`src/rtl/gamepad_pkg.sv`:
```
// Shared definitions for the gamepad event scheduler: button indices,
// the event record and the drain state type.
package gamepad_pkg;

   localparam int NUM_BTN = 12;

   localparam int BTN_B      = 0;
   localparam int BTN_Y      = 1;
   localparam int BTN_SELECT = 2;
   localparam int BTN_START  = 3;
   localparam int BTN_UP     = 4;
   localparam int BTN_DOWN   = 5;
   localparam int BTN_LEFT   = 6;
   localparam int BTN_RIGHT  = 7;
   localparam int BTN_A      = 8;
   localparam int BTN_X      = 9;
   localparam int BTN_L      = 10;
   localparam int BTN_R      = 11;

   localparam logic [NUM_BTN-1:0] DPAD_MASK = 12'h0F0;

   // One button event as offered to the game logic.
   typedef struct packed {
      logic       player;
      logic [3:0] button;
      logic       rpt;
   } evt_t;

   typedef enum logic {
      ST_IDLE,
      ST_OFFER
   } drain_state_t;

   // Index of the lowest set bit; 0 when the vector is empty.
   function automatic logic [3:0] lowestIndex(input logic [NUM_BTN-1:0] v);
      lowestIndex = 4'd0;
      for (int i = NUM_BTN - 1; i >= 0; i--) begin
         if (v[i]) lowestIndex = 4'(i);
      end
   endfunction

endpackage

```
`src/rtl/gamepad_event_scheduler_pad_repeat_timer.sv`:
```
// Per-pad auto-repeat timer. Counts frames while the same set of
// repeat-eligible buttons stays held and fires a repeat hit for all of
// them on reaching the delay, then re-arms for the shorter period.
module pad_repeat_timer
   import gamepad_pkg::*;
#(
   parameter int                 REPEAT_DELAY  = 20,
   parameter int                 REPEAT_PERIOD = 4,
   parameter logic [NUM_BTN-1:0] REPEAT_MASK   = DPAD_MASK
)(
   input  logic               clk,
   input  logic               rst_n,
   input  logic               i_tick,
   input  logic [NUM_BTN-1:0] i_snap,
   input  logic [NUM_BTN-1:0] i_prev,
   output logic [NUM_BTN-1:0] o_hit
);

   logic [5:0]         r_cnt;
   logic [5:0]         w_cntInc;
   logic [NUM_BTN-1:0] w_held;
   logic [NUM_BTN-1:0] w_heldPrev;
   logic               w_stable;
   logic               w_fire;

   assign w_held     = i_snap & REPEAT_MASK;
   assign w_heldPrev = i_prev & REPEAT_MASK;
   assign w_stable   = (w_held != '0) && (w_held == w_heldPrev);
   assign w_cntInc   = r_cnt + 6'd1;
   assign w_fire     = w_stable && (w_cntInc == 6'(REPEAT_DELAY));
   assign o_hit      = (i_tick && w_fire) ? w_held : '0;

   // Frame counter: restarts whenever the held set changes or empties.
   always_ff @(posedge clk) begin
      if (!rst_n) begin
         r_cnt <= 6'd0;
      end else if (i_tick) begin
         if (!w_stable) begin
            r_cnt <= 6'd0;
         end else if (w_fire) begin
            r_cnt <= 6'(REPEAT_DELAY - REPEAT_PERIOD);
         end else begin
            r_cnt <= w_cntInc;
         end
      end
   end

endmodule

```
`src/rtl/gamepad_event_scheduler.sv`:
```
// Turns two controllers' level button state into a stream of press and
// auto-repeat events, arbitrated round-robin onto one valid/ready port.
module gamepad_event_scheduler
   import gamepad_pkg::*;
#(
   parameter int                 REPEAT_DELAY  = 20,
   parameter int                 REPEAT_PERIOD = 4,
   parameter logic [NUM_BTN-1:0] REPEAT_MASK   = DPAD_MASK
)(
   input  logic               clk,
   input  logic               rst_n,
   input  logic               i_frame_tick,
   input  logic [NUM_BTN-1:0] i_pad0_btn,
   input  logic [NUM_BTN-1:0] i_pad1_btn,
   input  logic [1:0]         i_pad_present,
   output logic               o_evt_valid,
   input  logic               i_evt_ready,
   output logic               o_evt_player,
   output logic [3:0]         o_evt_button,
   output logic               o_evt_repeat,
   output logic               o_overrun
);

   localparam int PW = 2 * NUM_BTN;
   localparam logic [PW-1:0] ONE_HOT0 = PW'(1);

   logic [NUM_BTN-1:0] w_snap0, w_snap1;
   logic [NUM_BTN-1:0] w_hit0, w_hit1;
   logic [NUM_BTN-1:0] r_prev0, r_prev1;
   logic [PW-1:0]      r_pend, r_flag;
   logic [PW-1:0]      w_edge, w_hit, w_setPend, w_setFlag;
   logic [PW-1:0]      w_clrAbsent, w_popMask, w_pendKept;
   drain_state_t       r_state, w_stateNext;
   evt_t               r_evt;
   logic               r_rr, r_overrun;
   logic               w_load, w_anyPend, w_selPad;
   logic [3:0]         w_selIdx;
   logic [4:0]         w_popIdx;

   assign w_snap0     = i_pad_present[0] ? i_pad0_btn : '0;
   assign w_snap1     = i_pad_present[1] ? i_pad1_btn : '0;
   assign w_edge      = {w_snap1 & ~r_prev1, w_snap0 & ~r_prev0};
   assign w_hit       = {w_hit1, w_hit0};
   assign w_setPend   = i_frame_tick ? (w_edge | w_hit) : '0;
   assign w_setFlag   = w_setPend & w_hit & ~w_edge;
   assign w_clrAbsent = i_frame_tick ?
                        {{NUM_BTN{~i_pad_present[1]}}, {NUM_BTN{~i_pad_present[0]}}} : '0;
   assign w_pendKept  = r_pend & ~w_popMask & ~w_clrAbsent;

   pad_repeat_timer #(
      .REPEAT_DELAY (REPEAT_DELAY),
      .REPEAT_PERIOD(REPEAT_PERIOD),
      .REPEAT_MASK  (REPEAT_MASK)
   ) u_timer0 (
      .clk   (clk),
      .rst_n (rst_n),
      .i_tick(i_frame_tick),
      .i_snap(w_snap0),
      .i_prev(r_prev0),
      .o_hit (w_hit0)
   );

   pad_repeat_timer #(
      .REPEAT_DELAY (REPEAT_DELAY),
      .REPEAT_PERIOD(REPEAT_PERIOD),
      .REPEAT_MASK  (REPEAT_MASK)
   ) u_timer1 (
      .clk   (clk),
      .rst_n (rst_n),
      .i_tick(i_frame_tick),
      .i_snap(w_snap1),
      .i_prev(r_prev1),
      .o_hit (w_hit1)
   );

   // Drain decision: pick the priority pad (fall back to the other) and its lowest pending button.
   always_comb begin
      w_stateNext = r_state;
      w_popMask   = '0;
      w_anyPend   = |r_pend;
      w_load      = (r_state == ST_IDLE) || i_evt_ready;
      if (r_rr) begin
         w_selPad = (r_pend[PW-1:NUM_BTN] != '0);
      end else begin
         w_selPad = (r_pend[NUM_BTN-1:0] == '0);
      end
      w_selIdx = lowestIndex(w_selPad ? r_pend[PW-1:NUM_BTN] : r_pend[NUM_BTN-1:0]);
      w_popIdx = w_selPad ? (5'(w_selIdx) + 5'(NUM_BTN)) : 5'(w_selIdx);
      if (w_load) begin
         w_stateNext = w_anyPend ? ST_OFFER : ST_IDLE;
         if (w_anyPend) w_popMask = ONE_HOT0 << w_popIdx;
      end
   end

   // Drain state register; OFFER means the output register holds an event.
   always_ff @(posedge clk) begin
      if (!rst_n) begin
         r_state <= ST_IDLE;
      end else begin
         r_state <= w_stateNext;
      end
   end

   // Output register and round-robin pointer, loaded only when a pop happens.
   always_ff @(posedge clk) begin
      if (!rst_n) begin
         r_evt <= '0;
         r_rr  <= 1'b0;
      end else if (w_load && w_anyPend) begin
         r_evt.player <= w_selPad;
         r_evt.button <= w_selIdx;
         r_evt.rpt    <= r_flag[w_popIdx];
         r_rr         <= ~w_selPad;
      end
   end

   // Pending set, repeat flags, previous snapshot and sticky overrun.
   always_ff @(posedge clk) begin
      if (!rst_n) begin
         r_pend    <= '0;
         r_flag    <= '0;
         r_prev0   <= '0;
         r_prev1   <= '0;
         r_overrun <= 1'b0;
      end else begin
         r_pend <= w_pendKept | w_setPend;
         r_flag <= (r_flag & ~w_setPend) | w_setFlag;
         if ((w_setPend & w_pendKept) != '0) r_overrun <= 1'b1;
         if (i_frame_tick) begin
            r_prev0 <= w_snap0;
            r_prev1 <= w_snap1;
         end
      end
   end

   assign o_evt_valid  = (r_state == ST_OFFER);
   assign o_evt_player = r_evt.player;
   assign o_evt_button = r_evt.button;
   assign o_evt_repeat = r_evt.rpt;
   assign o_overrun    = r_overrun;

endmodule
```
`config.mk`:
```
export PLATFORM = sky130hd
export DESIGN_NAME = gamepad_event_scheduler
export DESIGN_NICKNAME = d
export VERILOG_FILES = /design/src/rtl/gamepad_pkg.sv /design/src/rtl/gamepad_event_scheduler_pad_repeat_timer.sv /design/src/rtl/gamepad_event_scheduler.sv
export SDC_FILE = /design/constraint.sdc
export NUM_CORES = 1
export LEC_CHECK = 0
export BUFFER_PORTS_ARGS = -buffer_cell sky130_fd_sc_hd__buf_2
export CORE_MARGIN = 10
export CORE_UTILIZATION = 54
export CTS_BUF_LIST = sky130_fd_sc_hd__clkbuf_8
export CTS_CLUSTER_DIAMETER = 80
export DETAILED_ROUTE_END_ITERATION = 8
export GPL_ROUTABILITY_DRIVEN = 0
export PLACE_DENSITY = 0.73
export SLEW_MARGIN = 10
export SYNTH_ARGS = -nofsm -noshare
export SYNTH_HDL_FRONTEND = slang
export SYNTH_SLANG_ARGS = --single-unit
export TNS_END_PERCENT = 30
```
`constraint.sdc`:
```
create_clock -name clk -period 5.45 [get_ports clk]
set_input_delay 1.09 -clock clk [delete_from_list [all_inputs] [get_ports clk]]
set_output_delay 1.09 -clock clk [all_outputs]
set_load 0.02 [all_outputs]
```
==> summary.txt <==
Timing
  • RSZ-0062 raised after global routing: no
  • Slew margin rel.: 0.312
  • Fmax: 217 MHz
  • Max Slew Vio Count: 0
  • Hold slack final: 431 ps
  • Period utilization: 0.847
  • Final hold violations: 0
  • Final setup vio count: 0
  • Layout Skew: 15.0 ps
  • Tmin final: 4610 ps
  • Worst Tran Pin Value: 1030 ps
  • Fin Setup TNS: 0 ps

Worst setup path
  • WP data arrival: 4870 ps
  • Slowest CP cell: or4_1
  • CP peak stage delay: 600 ps
  • CP Cell Sequence: or4_1 -> o31a_1 -> nor2_1 -> a22oi_1 -> o22ai_1 -> ha_1 -> nand3b_1 -> a21oi_2 -> and2_1 -> a21oi_1 -> a2111oi_4 -> nand4_1 -> o41a_1
  • Setup Crit Path Kind: flip-flop to flip-flop
  • CP required: 5710 ps
  • Crit path launch type: flip-flop
  • Worst setup EP type: flip-flop
  • CP Max Fanout: 11

Place
  • Port Buf Inserts: 37
  • Placed cell count: 807
  • Post-DP HPWL: 10600 um
  • Cell Area, Placed: 5380 um2

Power
  • Lkg Pwr: 2.18 nW
  • Max rail drop VDD: 0.000164 V
  • Switching Share: 0.370
  • Pwr dens: 313 nW/um2
  • Part of the power in the clock network: 0.274
  • Switching power total: 0.647 mW
  • P_int: 1.10 mW
  • Pwr Total: 1.75 mW
  • Comb pwr share: 0.306
  • Reg power frac: 0.420

Clocking
  • CTS tree: yes
  • CTS clk-pin slew, worst paths: 100 ps
  • # Post-CTS Setup Buffers: 0
  • CTS Buf Count: 9
  • H-tree levels: 3
  • Clk Latency, worst-skew pair: 370 ps
  • Sink Count: 93
  • Hold buffers post-CTS: 0
  • CTS Buffer Depth: 2
  • Root buffer cell: clkbuf_8
  • Post-cts resize count: 0

GRT
  • Largest net degree at the start of global routing: 40
  • Vias in the first global route: 4722
  • GRT Total Usage: 0.199
  • Initial antenna violation count: 0
  • First-pass GRT wire length: 23200 um
  • Gr ovfl total: 0

Synth
  • Area contributors post-synth: dfxtp_1 (36%), nor2_1 (8.1%), a21oi_1 (6.5%)
  • Post-synth cell types: 69
  • Synth top cells by count: nor2_1 (111), dfxtp_1 (93), nand2_1 (82)
  • Most common cell in the netlist: nor2_1
  • Post-synthesis sequential area ratio: 0.362
  • Synth top area share: 0.362
  • Ys flop type: dfxtp_1
  • Ys async rst share: 0
  • Post-Syn Area per Cell: 7.69 um2
  • Yosys reg bits: 93
  • Cell area after synthesis: 5140 um2
  • Syn Nets: 711
  • Leading area contributor after synthesis: dfxtp_1
  • Synth Warn #: 0
  • Number of synthesized flops with an enable pin: 0
  • Synth Instances: 668

Final layout
  • Final nets: 732
  • Diodes inserted: 0
  • Layout area overhead: 8.62%
  • Final design area excluding fillers: 5580 um2
  • Post-route insts no fill: 823
  • Number of fill cells: 821
  • Layout cells sized above 1: 0.115

Floorplanning
  • DIE WIDTH: 118 um
  • Core area: 9240 um2
  • Chip height: 118 um
  • Initial core utilization: 0.556
  • Top Ports: 38
  • Cell Rows: 35
  • Full die area: 13800 um2

Route
  • Initial detailed-routing violation count: 448
  • WL final: 14200 um
  • Drt first pass iters: 5
  • DRC: 0
  • Vias/cell: 6.07
  • Post-DR wirelength/cell: 17.3 um
  • Vias: 4996
  • Post-DRT Antenna Nets: 0

Hold path
  • Hold Path Class: flip-flop to flip-flop

Run status
  • Status: complete, no violations

Run
  • Max Cap Violations: 0
registers in the layout, summed over array words and instances, names as in the netlist, 4 cells and up:
| signal | count |
|---|---|
| r_pend | 24 |
| r_prev0 | 12 |
| u_timer1.r_cnt | 6 |
| o_evt_button | 4 |
| r_prev1 | 12 |
| u_timer0.r_cnt | 6 |
| r_flag | 24 |
cells by family (layout without fill, tap and decap cells):
kind of cell               count (synthesis)  count (layout)  share of synthesized area
AOI/OAI and AO/OA                        163             163                      0.212
and+or+nand+nor                          329             329                      0.313
xor gates and xnor gates                   2               2                    0.00341
adders and majority gates                 13              13                     0.0316
DFF                                       93              93                      0.362
buffers and inverters                     51              77                     0.0392
muxes                                     17              17                     0.0387
metrics by stage:
stage               setup WS, ps   util
global route                 576  0.604
global placement            1140  0.583
finish                       835  0.604
CTS                          921  0.604
detailed placement           976  0.583
floorplan                   1580      -
power by group through the flow:
stage,clock [mW],combinational [mW],sequential [mW]
after global placement,0,0.512,0.746
after CTS,0.486,0.523,0.733
after global routing,0.509,0.579,0.737
after floorplan,0,0.389,0.752
after detailed placement,0,0.520,0.748
final,0.479,0.534,0.734
worst max-delay path: cells and delay by family (launching register included):
kind                     cells  cell delay, ps
AND/OR/NAND/NOR              5            1790
adder cells (fa/ha/maj)      1             320
flip-flops                   1             360
AO/OA/AOI/OAI                7            2030
per-layer routing:
| layer | GRT usage | wire length [um] | vias to the layer above |
|---|---|---|---|
| li1 | - | - | 2416 |
| met1 | 0.251 | 6320 | 2319 |
| met2 | 0.324 | 6530 | 205 |
| met3 | 0.0345 | 866 | 56 |
| met4 | 0.0873 | 514 | 0 |
| met5 | 0 | 0 | - |
layout make-up:
cell class | count | area [um2] | area share
inverters | 22 | 82.6 | 0.0148
clock inverters | 6 | 62.6 | 0.0112
clock buffers | 10 | 138 | 0.0247
flip-flops and latches | 93 | 1860 | 0.333
well taps | 129 | 161 | 0.0289
multi-input cells | 524 | 3080 | 0.551
repair buffers | 39 | 200 | 0.0359
final timing paths:
check	cells after the start	endpoint	start	slack, ps
setup / recovery	13	o_overrun	r_pend[16]	840
hold / removal	2	r_flag[1]	r_flag[1]	430
setup reg to reg	13	o_overrun	r_pend[16]	840
hold reg to reg	2	r_flag[1]	r_flag[1]	430
cell usage in the layout (no fill, tap or decap), drive strengths merged, types with 6 or more instances in the layout:
cell and instances:
nor3b 17, mux2i 12, or2 6, nor3 7, nand2b 9, nor2 112
a21o 9, dfxtp 93, nor4 11, nand3 18, nor2b 18, nand2 82
and3 12, o21ai 18, o31ai 6, ha 13, a21oi 70, buf 39
nand3b 6, clkbuf 10, a211oi 16, a31oi 9, inv 24, and2 16
Note: power is estimated with default switching activity, not from simulation.
